$ cat config.mk
export PLATFORM = sky130hd
export DESIGN_NAME = ps2_key_decoder_flat
export DESIGN_NICKNAME = d
export VERILOG_FILES = /design/src/rtl/ps2_key_decoder_if.sv /design/src/rtl/ps2_key_decoder.sv /design/src/flat_wrapper.sv
export SDC_FILE = /design/constraint.sdc
export NUM_CORES = 1
export LEC_CHECK = 0
export BUFFER_PORTS_ARGS = -buffer_cell sky130_fd_sc_hd__buf_2
export CELL_PAD_IN_SITES_DETAIL_PLACEMENT = 0
export CELL_PAD_IN_SITES_GLOBAL_PLACEMENT = 2
export CORE_MARGIN = 2
export CORE_UTILIZATION = 40
export DETAILED_ROUTE_END_ITERATION = 8
export HOLD_SLACK_MARGIN = 0.12
export PLACE_DENSITY_LB_ADDON = 0.1
export SLEW_MARGIN = 10
export SYNTH_ARGS = -nofsm -noshare
export SYNTH_HDL_FRONTEND = slang
export SYNTH_SLANG_ARGS = --single-unit
$ cat constraint.sdc
create_clock -name clk -period 3.4 [get_ports clk]
set_clock_uncertainty 0.1 [all_clocks]
set_input_delay 0.17 -clock clk [delete_from_list [all_inputs] [get_ports clk]]
set_output_delay 0.17 -clock clk [all_outputs]
set_load 0.01 [all_outputs]
$ cat src/rtl/ps2_key_decoder_if.sv
// Keyboard decoder bus: scan-byte strobe in, buffered ASCII stream and status out.
interface ps2_key_decoder_if #(
  parameter int unsigned CNT_W = 8
) ();
  logic [7:0]       scan_code;
  logic             scan_valid;
  logic             out_ready;
  logic [7:0]       out_data;
  logic             out_valid;
  logic             shift_on;
  logic             caps_on;
  logic             overflow;
  logic [CNT_W-1:0] key_count;

  modport master (
    output scan_code, scan_valid, out_ready,
    input  out_data, out_valid, shift_on, caps_on, overflow, key_count
  );

  modport slave (
    input  scan_code, scan_valid, out_ready,
    output out_data, out_valid, shift_on, caps_on, overflow, key_count
  );
endinterface

$ cat src/rtl/ps2_key_decoder.sv
// PS/2 Set-2 scan-code parser with shift/caps tracking, ASCII translation,
// repeat filtering, an output FIFO and a keystroke counter.
module ps2_key_decoder #(
  parameter int unsigned FIFO_DEPTH    = 8,
  parameter int unsigned CNT_W         = 8,
  parameter bit          FILTER_REPEAT = 1'b1
) (
  input logic              clk,
  input logic              clrn,
  ps2_key_decoder_if.slave bus
);
  localparam int unsigned PTR_W  = (FIFO_DEPTH > 1) ? $clog2(FIFO_DEPTH) : 1;
  localparam int unsigned OCC_W  = PTR_W + 1;

  typedef enum logic [1:0] {ST_IDLE, ST_BRK, ST_EXT, ST_EXT_BRK} state_t;

  state_t           r_state, w_state_nxt;
  logic             w_make, w_break;
  logic [7:0]       r_held;
  logic             r_lshift, r_rshift, r_caps, r_overflow;
  logic [CNT_W-1:0] r_key_count;
  logic [7:0]       r_mem [FIFO_DEPTH];
  logic [PTR_W-1:0] r_wr_ptr, r_rd_ptr;
  logic [OCC_W-1:0] r_count;
  logic [7:0]       w_char;
  logic             w_shift, w_upper, w_push_req, w_push, w_pop, w_full;

  // Parser: F0/E0 prefixes steer the following byte
  always_ff @(posedge clk or negedge clrn) begin
    if (!clrn) r_state <= ST_IDLE;
    else       r_state <= w_state_nxt;
  end

  always_comb begin
    w_state_nxt = r_state;
    w_make      = 1'b0;
    w_break     = 1'b0;
    if (bus.scan_valid) begin
      case (r_state)
        ST_IDLE: begin
          if (bus.scan_code == 8'hF0)      w_state_nxt = ST_BRK;
          else if (bus.scan_code == 8'hE0) w_state_nxt = ST_EXT;
          else                             w_make      = 1'b1;
        end
        ST_BRK: begin
          w_break     = 1'b1;
          w_state_nxt = ST_IDLE;
        end
        ST_EXT:  w_state_nxt = (bus.scan_code == 8'hF0) ? ST_EXT_BRK : ST_IDLE;
        default: w_state_nxt = ST_IDLE;
      endcase
    end
  end

  assign w_shift = r_lshift | r_rshift;
  assign w_upper = w_shift ^ r_caps;

  // Translation; letters are listed uppercase and folded afterwards, 0x00 = unmapped
  always_comb begin
    w_char = 8'h00;
    case (bus.scan_code)
      8'h1C: w_char = "A";  8'h32: w_char = "B";  8'h21: w_char = "C";
      8'h23: w_char = "D";  8'h24: w_char = "E";  8'h2B: w_char = "F";
      8'h34: w_char = "G";  8'h33: w_char = "H";  8'h43: w_char = "I";
      8'h3B: w_char = "J";  8'h42: w_char = "K";  8'h4B: w_char = "L";
      8'h3A: w_char = "M";  8'h31: w_char = "N";  8'h44: w_char = "O";
      8'h4D: w_char = "P";  8'h15: w_char = "Q";  8'h2D: w_char = "R";
      8'h1B: w_char = "S";  8'h2C: w_char = "T";  8'h3C: w_char = "U";
      8'h2A: w_char = "V";  8'h1D: w_char = "W";  8'h22: w_char = "X";
      8'h35: w_char = "Y";  8'h1A: w_char = "Z";
      8'h45: w_char = w_shift ? ")" : "0";
      8'h16: w_char = w_shift ? "!" : "1";
      8'h1E: w_char = w_shift ? "@" : "2";
      8'h26: w_char = w_shift ? "#" : "3";
      8'h25: w_char = w_shift ? "$" : "4";
      8'h2E: w_char = w_shift ? "%" : "5";
      8'h36: w_char = w_shift ? "^" : "6";
      8'h3D: w_char = w_shift ? "&" : "7";
      8'h3E: w_char = w_shift ? "*" : "8";
      8'h46: w_char = w_shift ? "(" : "9";
      8'h41: w_char = w_shift ? "<" : ",";
      8'h49: w_char = w_shift ? ">" : ".";
      8'h4A: w_char = w_shift ? "?" : "/";
      8'h4C: w_char = w_shift ? ":" : ";";
      8'h52: w_char = w_shift ? 8'h22 : 8'h27;
      8'h54: w_char = w_shift ? "{" : "[";
      8'h5B: w_char = w_shift ? "}" : "]";
      8'h5D: w_char = w_shift ? "|" : 8'h5C;
      8'h0E: w_char = w_shift ? "~" : 8'h60;
      8'h4E: w_char = w_shift ? "_" : "-";
      8'h55: w_char = w_shift ? "+" : "=";
      8'h29: w_char = 8'h20;
      8'h5A: w_char = 8'h0D;
      8'h66: w_char = 8'h08;
      default: w_char = 8'h00;
    endcase
    if (!w_upper && w_char >= "A" && w_char <= "Z") w_char = w_char | 8'h20;
  end

  assign w_full     = (r_count == OCC_W'(FIFO_DEPTH));
  assign w_pop      = (r_count != '0) && bus.out_ready;
  assign w_push_req = w_make && (w_char != 8'h00) &&
                      !(FILTER_REPEAT && (bus.scan_code == r_held));
  assign w_push     = w_push_req && (!w_full || w_pop);

  // Keyboard state: modifiers, caps toggle, held key, drop flag, counter
  always_ff @(posedge clk or negedge clrn) begin
    if (!clrn) begin
      r_held      <= 8'h00;
      r_lshift    <= 1'b0;
      r_rshift    <= 1'b0;
      r_caps      <= 1'b0;
      r_overflow  <= 1'b0;
      r_key_count <= '0;
    end else begin
      if (w_make) begin
        if (bus.scan_code == 8'h12)      r_lshift <= 1'b1;
        else if (bus.scan_code == 8'h59) r_rshift <= 1'b1;
        else begin
          r_held <= bus.scan_code;
          if (bus.scan_code == 8'h58 && r_held != 8'h58) r_caps <= ~r_caps;
        end
      end
      if (w_break) begin
        if (bus.scan_code == 8'h12) r_lshift <= 1'b0;
        if (bus.scan_code == 8'h59) r_rshift <= 1'b0;
        if (bus.scan_code == r_held) r_held <= 8'h00;
      end
      if (w_push_req && !w_push) r_overflow <= 1'b1;
      if (w_push) r_key_count <= r_key_count + CNT_W'(1);
    end
  end

  always_ff @(posedge clk or negedge clrn) begin
    if (!clrn) begin
      r_wr_ptr <= '0;
      r_rd_ptr <= '0;
      r_count  <= '0;
    end else begin
      if (w_push) r_wr_ptr <= r_wr_ptr + PTR_W'(1);
      if (w_pop)  r_rd_ptr <= r_rd_ptr + PTR_W'(1);
      if (w_push && !w_pop)      r_count <= r_count + OCC_W'(1);
      else if (w_pop && !w_push) r_count <= r_count - OCC_W'(1);
    end
  end

  // Storage needs no reset; the head is masked while the FIFO is empty
  always_ff @(posedge clk) begin
    if (w_push) r_mem[r_wr_ptr] <= w_char;
  end

  assign bus.out_data  = (r_count != '0) ? r_mem[r_rd_ptr] : 8'h00;
  assign bus.out_valid = (r_count != '0);
  assign bus.shift_on  = w_shift;
  assign bus.caps_on   = r_caps;
  assign bus.overflow  = r_overflow;
  assign bus.key_count = r_key_count;
endmodule

$ cat src/flat_wrapper.sv
// flat-port wrapper written by rule: the top's interface ports become plain ports
module ps2_key_decoder_flat 
#(
  parameter int unsigned FIFO_DEPTH    = 8,
  parameter int unsigned CNT_W         = 8,
  parameter bit          FILTER_REPEAT = 1'b1
)
  (clk, clrn, bus_scan_code, bus_scan_valid, bus_out_ready, bus_out_data, bus_out_valid, bus_shift_on, bus_caps_on, bus_overflow, bus_key_count);
  ps2_key_decoder_if #(.CNT_W(CNT_W)) bus_i ();
  input logic clk;
  input logic clrn;
  input wire logic [$bits(bus_i.scan_code)-1:0] bus_scan_code;
  input wire logic [$bits(bus_i.scan_valid)-1:0] bus_scan_valid;
  input wire logic [$bits(bus_i.out_ready)-1:0] bus_out_ready;
  output wire logic [$bits(bus_i.out_data)-1:0] bus_out_data;
  output wire logic [$bits(bus_i.out_valid)-1:0] bus_out_valid;
  output wire logic [$bits(bus_i.shift_on)-1:0] bus_shift_on;
  output wire logic [$bits(bus_i.caps_on)-1:0] bus_caps_on;
  output wire logic [$bits(bus_i.overflow)-1:0] bus_overflow;
  output wire logic [$bits(bus_i.key_count)-1:0] bus_key_count;
  assign bus_i.scan_code = bus_scan_code;
  assign bus_i.scan_valid = bus_scan_valid;
  assign bus_i.out_ready = bus_out_ready;
  assign bus_out_data = bus_i.out_data;
  assign bus_out_valid = bus_i.out_valid;
  assign bus_shift_on = bus_i.shift_on;
  assign bus_caps_on = bus_i.caps_on;
  assign bus_overflow = bus_i.overflow;
  assign bus_key_count = bus_i.key_count;
  ps2_key_decoder #(.FIFO_DEPTH(FIFO_DEPTH), .CNT_W(CNT_W), .FILTER_REPEAT(FILTER_REPEAT)) u_core (.clk(clk), .clrn(clrn), .bus(bus_i));
endmodule
==> out/results.tsv, run 1 <==
stage	metric	value	unit
clock_tree	cts_root_buf	clkbuf_16	
final_layout	fin_nets	560	
timing	fin_crit_sh	0.886	
final_layout	fin_area	6290	µm²
clock_tree	cts_tree	done	
min_path	min_from	bus_scan_code[6]	
worst_setup_path	critical-path-max-stage-delay	0.38	ns
worst_setup_path	rr_endpoint	u_core.r_mem[4][5]	
floorplan	pin_count	32	
worst_setup_path	crit_type	in -> reg	
worst_setup_path	cp_max_fo	20	
drt	drc	0	
drt	routed_wl	13800	µm
status	status	complete, no violations	
worst_setup_path	crit_path_end_kind	flop	
global_route	grt_max_degree	33	
synth	ys_ff_latch	88	
synth	avgSynthCellArea	11.3	µm²
clock_tree	clockBufferDepth	2	
global_route	grt_first_pass_wirelength	22700	µm
clock_tree	cts_setup_buffers	0	
floorplan	rows	42	
synth	syn_nets	498	
synth	yosysUniqueCellTypes	74	
floorplan	dieArea	14500	µm²
power_and_ir_drop	ir_worst_vdd	0.000295	V
worst_setup_path	r2r_setup_slack	0.48	ns
drt	wire_per_inst	19.2	µm
clock_tree	ctsHtreeMaxLevel	3	
final_layout	multi_input_area	2650	µm²
drt	viasPerCell	5.71	
synth	ys.flop_type	edfxtp_1	
drt	vias	4121	
min_path	whs_path_depth	3	
floorplan	start_util	0.410	
final_layout	drive_above_1_share	0.244	
final_layout	n_fill_cell	1247	
floorplan	core-area	13200	µm²
global_route	grt_antenna_before_repair	0	
flow_run	max-cap-violations	0	
placed_design	hpwl	10200	µm
worst_setup_path	reg2reg_from	u_core.r_rshift	
synth	synth_edf_count	56	
timing	slew_violations	0	
clock_tree	clk_transition_reported_paths	0.07	ns
timing	final_hold_viol_count	0	
global_route	first_global_vias	4107	
power_and_ir_drop	finalPower	3.39	mW
timing	rsz0062_at_grt	false	
timing	setup_ws	0.387	ns
worst_setup_path	critPathRequiredTime	3.52	ns
timing	finalSetupViolations	0	
synth	yosysSeqAreaShare	0.457	
clock_tree	cts_resized	0	
clock_tree	numCtsBuffers	9	
timing	post-route-min-period	3.01	ns
worst_setup_path	crit_arrival	3.14	ns
timing	tightest_slew	0.748	ns
global_route	track_usage	0.203	
placed_design	placed_area	5980	µm²
timing	finalSetupTns	0	ns
worst_setup_path	crit_top_cell	ha_1	
drt	ant_nets	0	
timing	timing.slew.headroom	0.502	
worst_setup_path	crit_chain	buf_2 -> buf_4 -> nand2b_1 -> a211oi_1 -> o21ai_1 -> o2111ai_2 -> nor4_4 -> nor3b_4 -> ha_1 -> inv_1 -> ha_1 -> a21o_1 -> a21oi_1 -> xnor2_1 -> nor2_1 -> xor2_1	
final_layout	syn_to_final_growth	15.7	%
clock_tree	cts.sinks	88	
floorplan	dieWidth	121	µm
min_path	whs_endpoint	u_core.r_state[1]	
worst_setup_path	r2r_cells	9	
placed_design	io_buffers	30	
drt	dr.first_iter.drc_count	499	
placed_design	gp_congestion	0.901	
synth	ys.warnings.count	0	
timing	max_freq	0.332	GHz
clock_tree	clkLatencyLatePin	0.34	ns
worst_setup_path	start_kind	input port	
synth	synthCells	479	
floorplan	dieHeight	121	µm
drt	dr.pass1.iters	5	
global_route	grt_overflow	0	
power_and_ir_drop	powerDensity	538	nW/µm²
synth	syn_area	5430	µm²
placed_design	post-place-ws	0.0602	ns
synth	async_flop_share	0.364	
worst_setup_path	slowest_stage	nor4_4	
final_layout	antenna_cells	0	
final_layout	seq_area	2480	µm²
min_path	hold_class	in -> reg	
power_and_ir_drop	power.leakage	2.49	nW
-- cells in the final DEF, fill, tap and decap left out, types with 7 or more instances in the layout --
master     instances
xor2_1            21
buf_4             53
buf_2             30
a22oi_1            8
nor2b_1           12
inv_1             10
o21ai_0            8
nor2_1            32
a32oi_1            8
dfrtp_1           32
o211ai_1           9
a21oi_1           11
edfxtp_1          56
nor4_1             9
nand2b_1           9
nor3_1            14
mux2i_1           12
nor3b_1            8
nand3_1           14
nand2_1           34
clkbuf_16          9
xnor2_1            7
mux4_2            14
-- cells in the mapped netlist, types with 6 or more instances --
library cell / number / area share
a21oi_1: 11 / 0.010
a22oi_1: 8 / 0.011
a31oi_1: 6 / 0.0069
a32oi_1: 8 / 0.013
buf_2: 10 / 0.0092
buf_4: 8 / 0.011
buf_6: 8 / 0.017
clkbuf_1: 7 / 0.0048
dfrtp_1: 32 / 0.15
edfxtp_1: 56 / 0.31
ha_1: 6 / 0.014
inv_1: 10 / 0.0069
mux2_2: 6 / 0.012
mux2i_1: 12 / 0.022
mux4_2: 14 / 0.058
nand2_1: 34 / 0.023
nand2b_1: 9 / 0.010
nand3_1: 14 / 0.013
nor2_1: 32 / 0.022
nor2b_1: 12 / 0.014
nor3_1: 14 / 0.013
nor3b_1: 8 / 0.011
nor4_1: 9 / 0.010
nor4bb_1: 6 / 0.011
o211ai_1: 9 / 0.012
o21ai_0: 8 / 0.0074
xnor2_1: 7 / 0.011
xor2_1: 21 / 0.034
-- worst max-delay path by stage --
stage	from	to	depth (start not counted)
finish	bus_scan_code[2]	u_core.r_count[3]	16
global route	bus_scan_code[4]	u_core.r_count[3]	16
CTS	bus_scan_code[4]	u_core.r_count[3]	16
detailed placement	bus_scan_code[2]	u_core.r_count[3]	16
global placement	bus_scan_code[2]	u_core.r_count[3]	16
floorplan	bus_scan_code[3]	u_core.r_count[3]	16
-- per-layer routing --
metal,global-route usage,wire [µm]
met1,0.269,6220
met2,0.328,6680
met3,0.0392,541
met4,0.0807,395
met5,0,0
-- cell families after synthesis --
| kind of cell | count (synthesis) | synth area share |
|---|---|---|
| and+or+nand+nor | 191 | 0.217 |
| DFF | 88 | 0.457 |
| other | 1 | 0.000690 |
| muxes | 32 | 0.0926 |
| adders and majority gates | 7 | 0.0175 |
| AOI/OAI and AO/OA | 85 | 0.115 |
| xor gates and xnor gates | 28 | 0.0451 |
| buffers and inverters | 47 | 0.0555 |
-- sequential cells by signal (all words and copies together) (netlist names) --
signal                cells
u_core.bus.caps_on        1
u_core.bus.key_count      8
u_core.bus.overflow       1
u_core.r_count            4
u_core.r_held             8
u_core.r_lshift           1
u_core.r_mem             56
u_core.r_rd_ptr           3
u_core.r_rshift           1
u_core.r_state            2
u_core.r_wr_ptr           3
-- worst max-delay path, delay by kind of cell --
kind,cells,cell delay (ns)
AOI/OAI and AO/OA,5,0.94
xor gates and xnor gates,2,0.27
adders and majority gates,2,0.45
buffers and inverters,3,0.61
and+or+nand+nor,4,0.70
-- power breakdown --
part / total (mW) / leakage [nW] / switching [mW] / internal, mW
clock network: 0.912 / 0.130 / 0.408 / 0.504
registers: 1.44 / 0.914 / 0.180 / 1.26
logic: 1.03 / 1.45 / 0.497 / 0.534
total: 3.39 / 2.49 / 1.08 / 2.30
-- layout make-up --
| class | instances | share of cell area |
|---|---|---|
| Timing Repair Buffer | 88 | 0.0983 |
| Clock buffer | 10 | 0.0364 |
| Clock inverter | 6 | 0.00796 |
| Inverter | 10 | 0.00597 |
| Multi-Input combinational cell | 344 | 0.421 |
| Sequential cell | 88 | 0.395 |
| Tap cell | 176 | 0.0350 |
-- through the flow --
stage / hold WS (ns) / std cells / utilization
floorplan: -0.226 / 479 / -
global placement: 0.178 / 703 / 0.451
detailed placement: 0.180 / 703 / 0.451
CTS: 0.273 / 722 / 0.475
global route: 0.341 / 722 / 0.475
finish: 0.284 / 722 / 0.475
-- timing repair --
action / CTS / global route
hold buffers: 3 / 0
endpoints found under the setup margin: 0 / 0
endpoints found under the hold margin: 36 / 0
No activity file was read; power rests on OpenSTA's default activity.
==> inputs of run 2 (changes only) <==
Settings changed: CORE_MARGIN 2 to default.
==> run 2 against run 1 <==
Compared with the run above: non-clock buffer count up 5; routed wire length up 2.5%; sequential cell count unchanged; register-to-register slack better by 0.13 ns; cell count up 0.69%; fmax down 6.4%; critical path depth down 1; power up 4.4%; sequential share of layout area down 0.50 points; critical path type unchanged; highest routed layer unchanged.
==> out/results.tsv, run 2 (same netlist as run 1, synthesis figures left out) <==
stage	metric	value	unit	change
timing	rsz0062_at_grt	false		unchanged
clock_tree	cts_hold_buf	3		unchanged
drt	wire_per_inst	19.5	µm	was 19.2 µm
floorplan	core-area	13200	µm²	unchanged
final_layout	drive_above_1_share	0.250		was 0.244
clock_tree	cts_resized	0		unchanged
drt	routed_wl	14200	µm	was 13800 µm
floorplan	dieHeight	119	µm	was 121 µm
global_route	grt_first_pass_wirelength	22900	µm	was 22700 µm
worst_setup_path	worstSetupEndpoint	u_core.r_count[3]		unchanged
timing	final_hold_viol_count	0		unchanged
floorplan	pin_count	32		unchanged
timing	finalSetupViolations	0		unchanged
timing	post-route-min-period	3.22	ns	was 3.01 ns
clock_tree	clkLatencyLatePin	0.34	ns	about the same
final_layout	finish.utilization	0.481		was 0.475
clock_tree	cts_setup_buffers	0		unchanged
worst_setup_path	reg2reg_from	u_core.r_rshift		unchanged
worst_setup_path	cp_max_fo	25		was 20
drt	ant_nets	0		unchanged
final_layout	syn_to_final_growth	17.2	%	was 15.7%
worst_setup_path	crit_arrival	3.35	ns	was 3.14 ns
placed_design	dp_cells	708		was 703
timing	timing.slew.headroom	0.509		was 0.502
worst_setup_path	crit_start	bus_scan_code[4]		was bus_scan_code[2]
final_layout	fin_area	6370	µm²	was 6290 µm²
worst_setup_path	r2r_cells	9		unchanged
final_layout	most-common-layout-cells	buf_4, edfxtp_1, nand2_1		was edfxtp_1, buf_4, nand2_1
clock_tree	cts.sinks	88		unchanged
global_route	grt_busiest_layer	met2		unchanged
global_route	grt_antenna_before_repair	0		unchanged
min_path	hold_class	in -> async		was in -> reg
final_layout	layout_commonest_cell	buf_4		was edfxtp_1
clock_tree	clk_transition_reported_paths	0.07	ns	about the same
global_route	first_global_vias	4216		was 4107
drt	viasPerCell	5.79		was 5.71
timing	slew_violations	0		unchanged
floorplan	dieWidth	119	µm	was 121 µm
floorplan	dieArea	14100	µm²	was 14500 µm²
final_layout	final_cells	727		was 722
final_layout	regMostFlops	u_core.r_mem		unchanged
power_and_ir_drop	power.share.switching	0.306		was 0.320
power_and_ir_drop	power_frac_comb	0.294		was 0.305
timing	hold_slack	0.324	ns	was 0.284 ns
power_and_ir_drop	power.leakage	2.53	nW	was 2.49 nW
floorplan	start_util	0.410		unchanged
worst_setup_path	critPathRequiredTime	3.53	ns	was 3.52 ns
final_layout	antenna_cells	0		unchanged
power_and_ir_drop	seqPwrFrac	0.408		was 0.426
timing	tightest_slew	0.736	ns	was 0.748 ns
flow_run	max-cap-violations	0		unchanged
floorplan	rows	42		unchanged
drt	drc	0		unchanged
worst_setup_path	start_kind	input port		unchanged
final_layout	largest_reg_flops	56		unchanged
clock_tree	clockBufferDepth	2		unchanged
global_route	track_usage	0.212		was 0.203
worst_setup_path	r2r_setup_slack	0.61	ns	was 0.48 ns
global_route	grtUsageMet3	0.0362		was 0.0392
worst_setup_path	rr_endpoint	u_core.r_mem[4][5]		unchanged
clock_tree	cts_tree	done		unchanged
placed_design	hpwl	10600	µm	was 10200 µm
placed_design	io_buffers	30		unchanged
global_route	grt_max_degree	33		unchanged
placed_design	placed_area	6020	µm²	was 5980 µm²
drt	dr.first_iter.drc_count	446		was 499
power_and_ir_drop	powerDensity	555	nW/µm²	was 538 nW/µm²
timing	fin_crit_sh	0.947		was 0.886
timing	max_freq	0.311	GHz	was 0.332 GHz
power_and_ir_drop	p_sw	1.08	mW	about the same
status	status	complete, no violations		unchanged
power_and_ir_drop	ir_worst_vdd	0.000242	V	was 0.000295 V
clock_tree	ctsHtreeMaxLevel	3		unchanged
clock_tree	cts_root_buf	clkbuf_16		unchanged
clock_tree	numCtsBuffers	9		unchanged
drt	vias	4210		was 4121
power_and_ir_drop	power.share.clock	0.298		was 0.269
power_and_ir_drop	intPower	2.45	mW	was 2.30 mW
global_route	grtUsageMet2	0.352		was 0.328
worst_setup_path	crit_path_end_kind	flop		unchanged
worst_setup_path	crit_type	in -> reg		unchanged
drt	dr.pass1.iters	5		unchanged
global_route	use_met1	0.277		was 0.269
global_route	grt_overflow	0		unchanged
placed_design	gp_congestion	0.967		was 0.901
final_layout	fin_nets	565		was 560
[run 2: metrics by stage]
stage | setup TNS, ns | total power [mW] | setup WS (ns)
final | 0 | 3.53 | 0.181
after global routing | 0 | 3.74 | 0.0749
after CTS | 0 | 3.58 | 0.246
after detailed placement | -0.0991 | 2.52 | -0.0991
after global placement | -0.211 | 2.51 | -0.182
after floorplan | 0 | 2.17 | 0.162
[run 2: how the worst min path moves through the flow]
stage	from	end	slack [ns]	depth (start not counted)
finish	clrn	u_core.r_count[1]	0.32	2
global route	bus_scan_code[7]	u_core.r_held[7]	0.37	4
CTS	bus_scan_code[3]	u_core.r_held[3]	0.33	4
detailed placement	clrn	u_core.r_count[1]	0.18	1
global placement	clrn	u_core.r_count[0]	0.17	1
floorplan	clrn	u_core.bus.caps_on	-0.23	0
[run 2: metal layers]
metal  part of all wire  vias up
met5                  0        -
met4              0.028        0
met3              0.041       34
met2               0.49      124
met1               0.44     2069
li1                   -     1983
[run 2: power groups by stage]
stage | Combinational, mW | Sequential (mW) | Clock (mW)
after floorplan | 0.775 | 1.40 | 0
after global placement | 1.05 | 1.46 | 0
after detailed placement | 1.05 | 1.47 | 0
after CTS | 1.05 | 1.44 | 1.08
after global routing | 1.16 | 1.47 | 1.11
final | 1.04 | 1.44 | 1.05
[run 2: worst max-delay path: stages]
cell	delay, ns
buf_2	0.37
xor2_1	0.35
mux2_2	0.38
nand4_1	0.14
nand3_1	0.17
nor4_4	0.46
nor3b_4	0.09
ha_1	0.22
inv_1	0.08
ha_1	0.23
a21o_1	0.17
a21oi_1	0.16
xnor2_1	0.14
nor2_1	0.07
xor2_1	0.14
[run 2: layout make-up]
class / count / area (µm²)
inverter: 10 / 37.5
clock inverter: 6 / 92.6
timing repair buffer: 93 / 656
sequential: 88 / 2480
fill: 1258 / 6880
multi-input combinational: 344 / 2650
tap: 176 / 220
clock buffer: 10 / 229
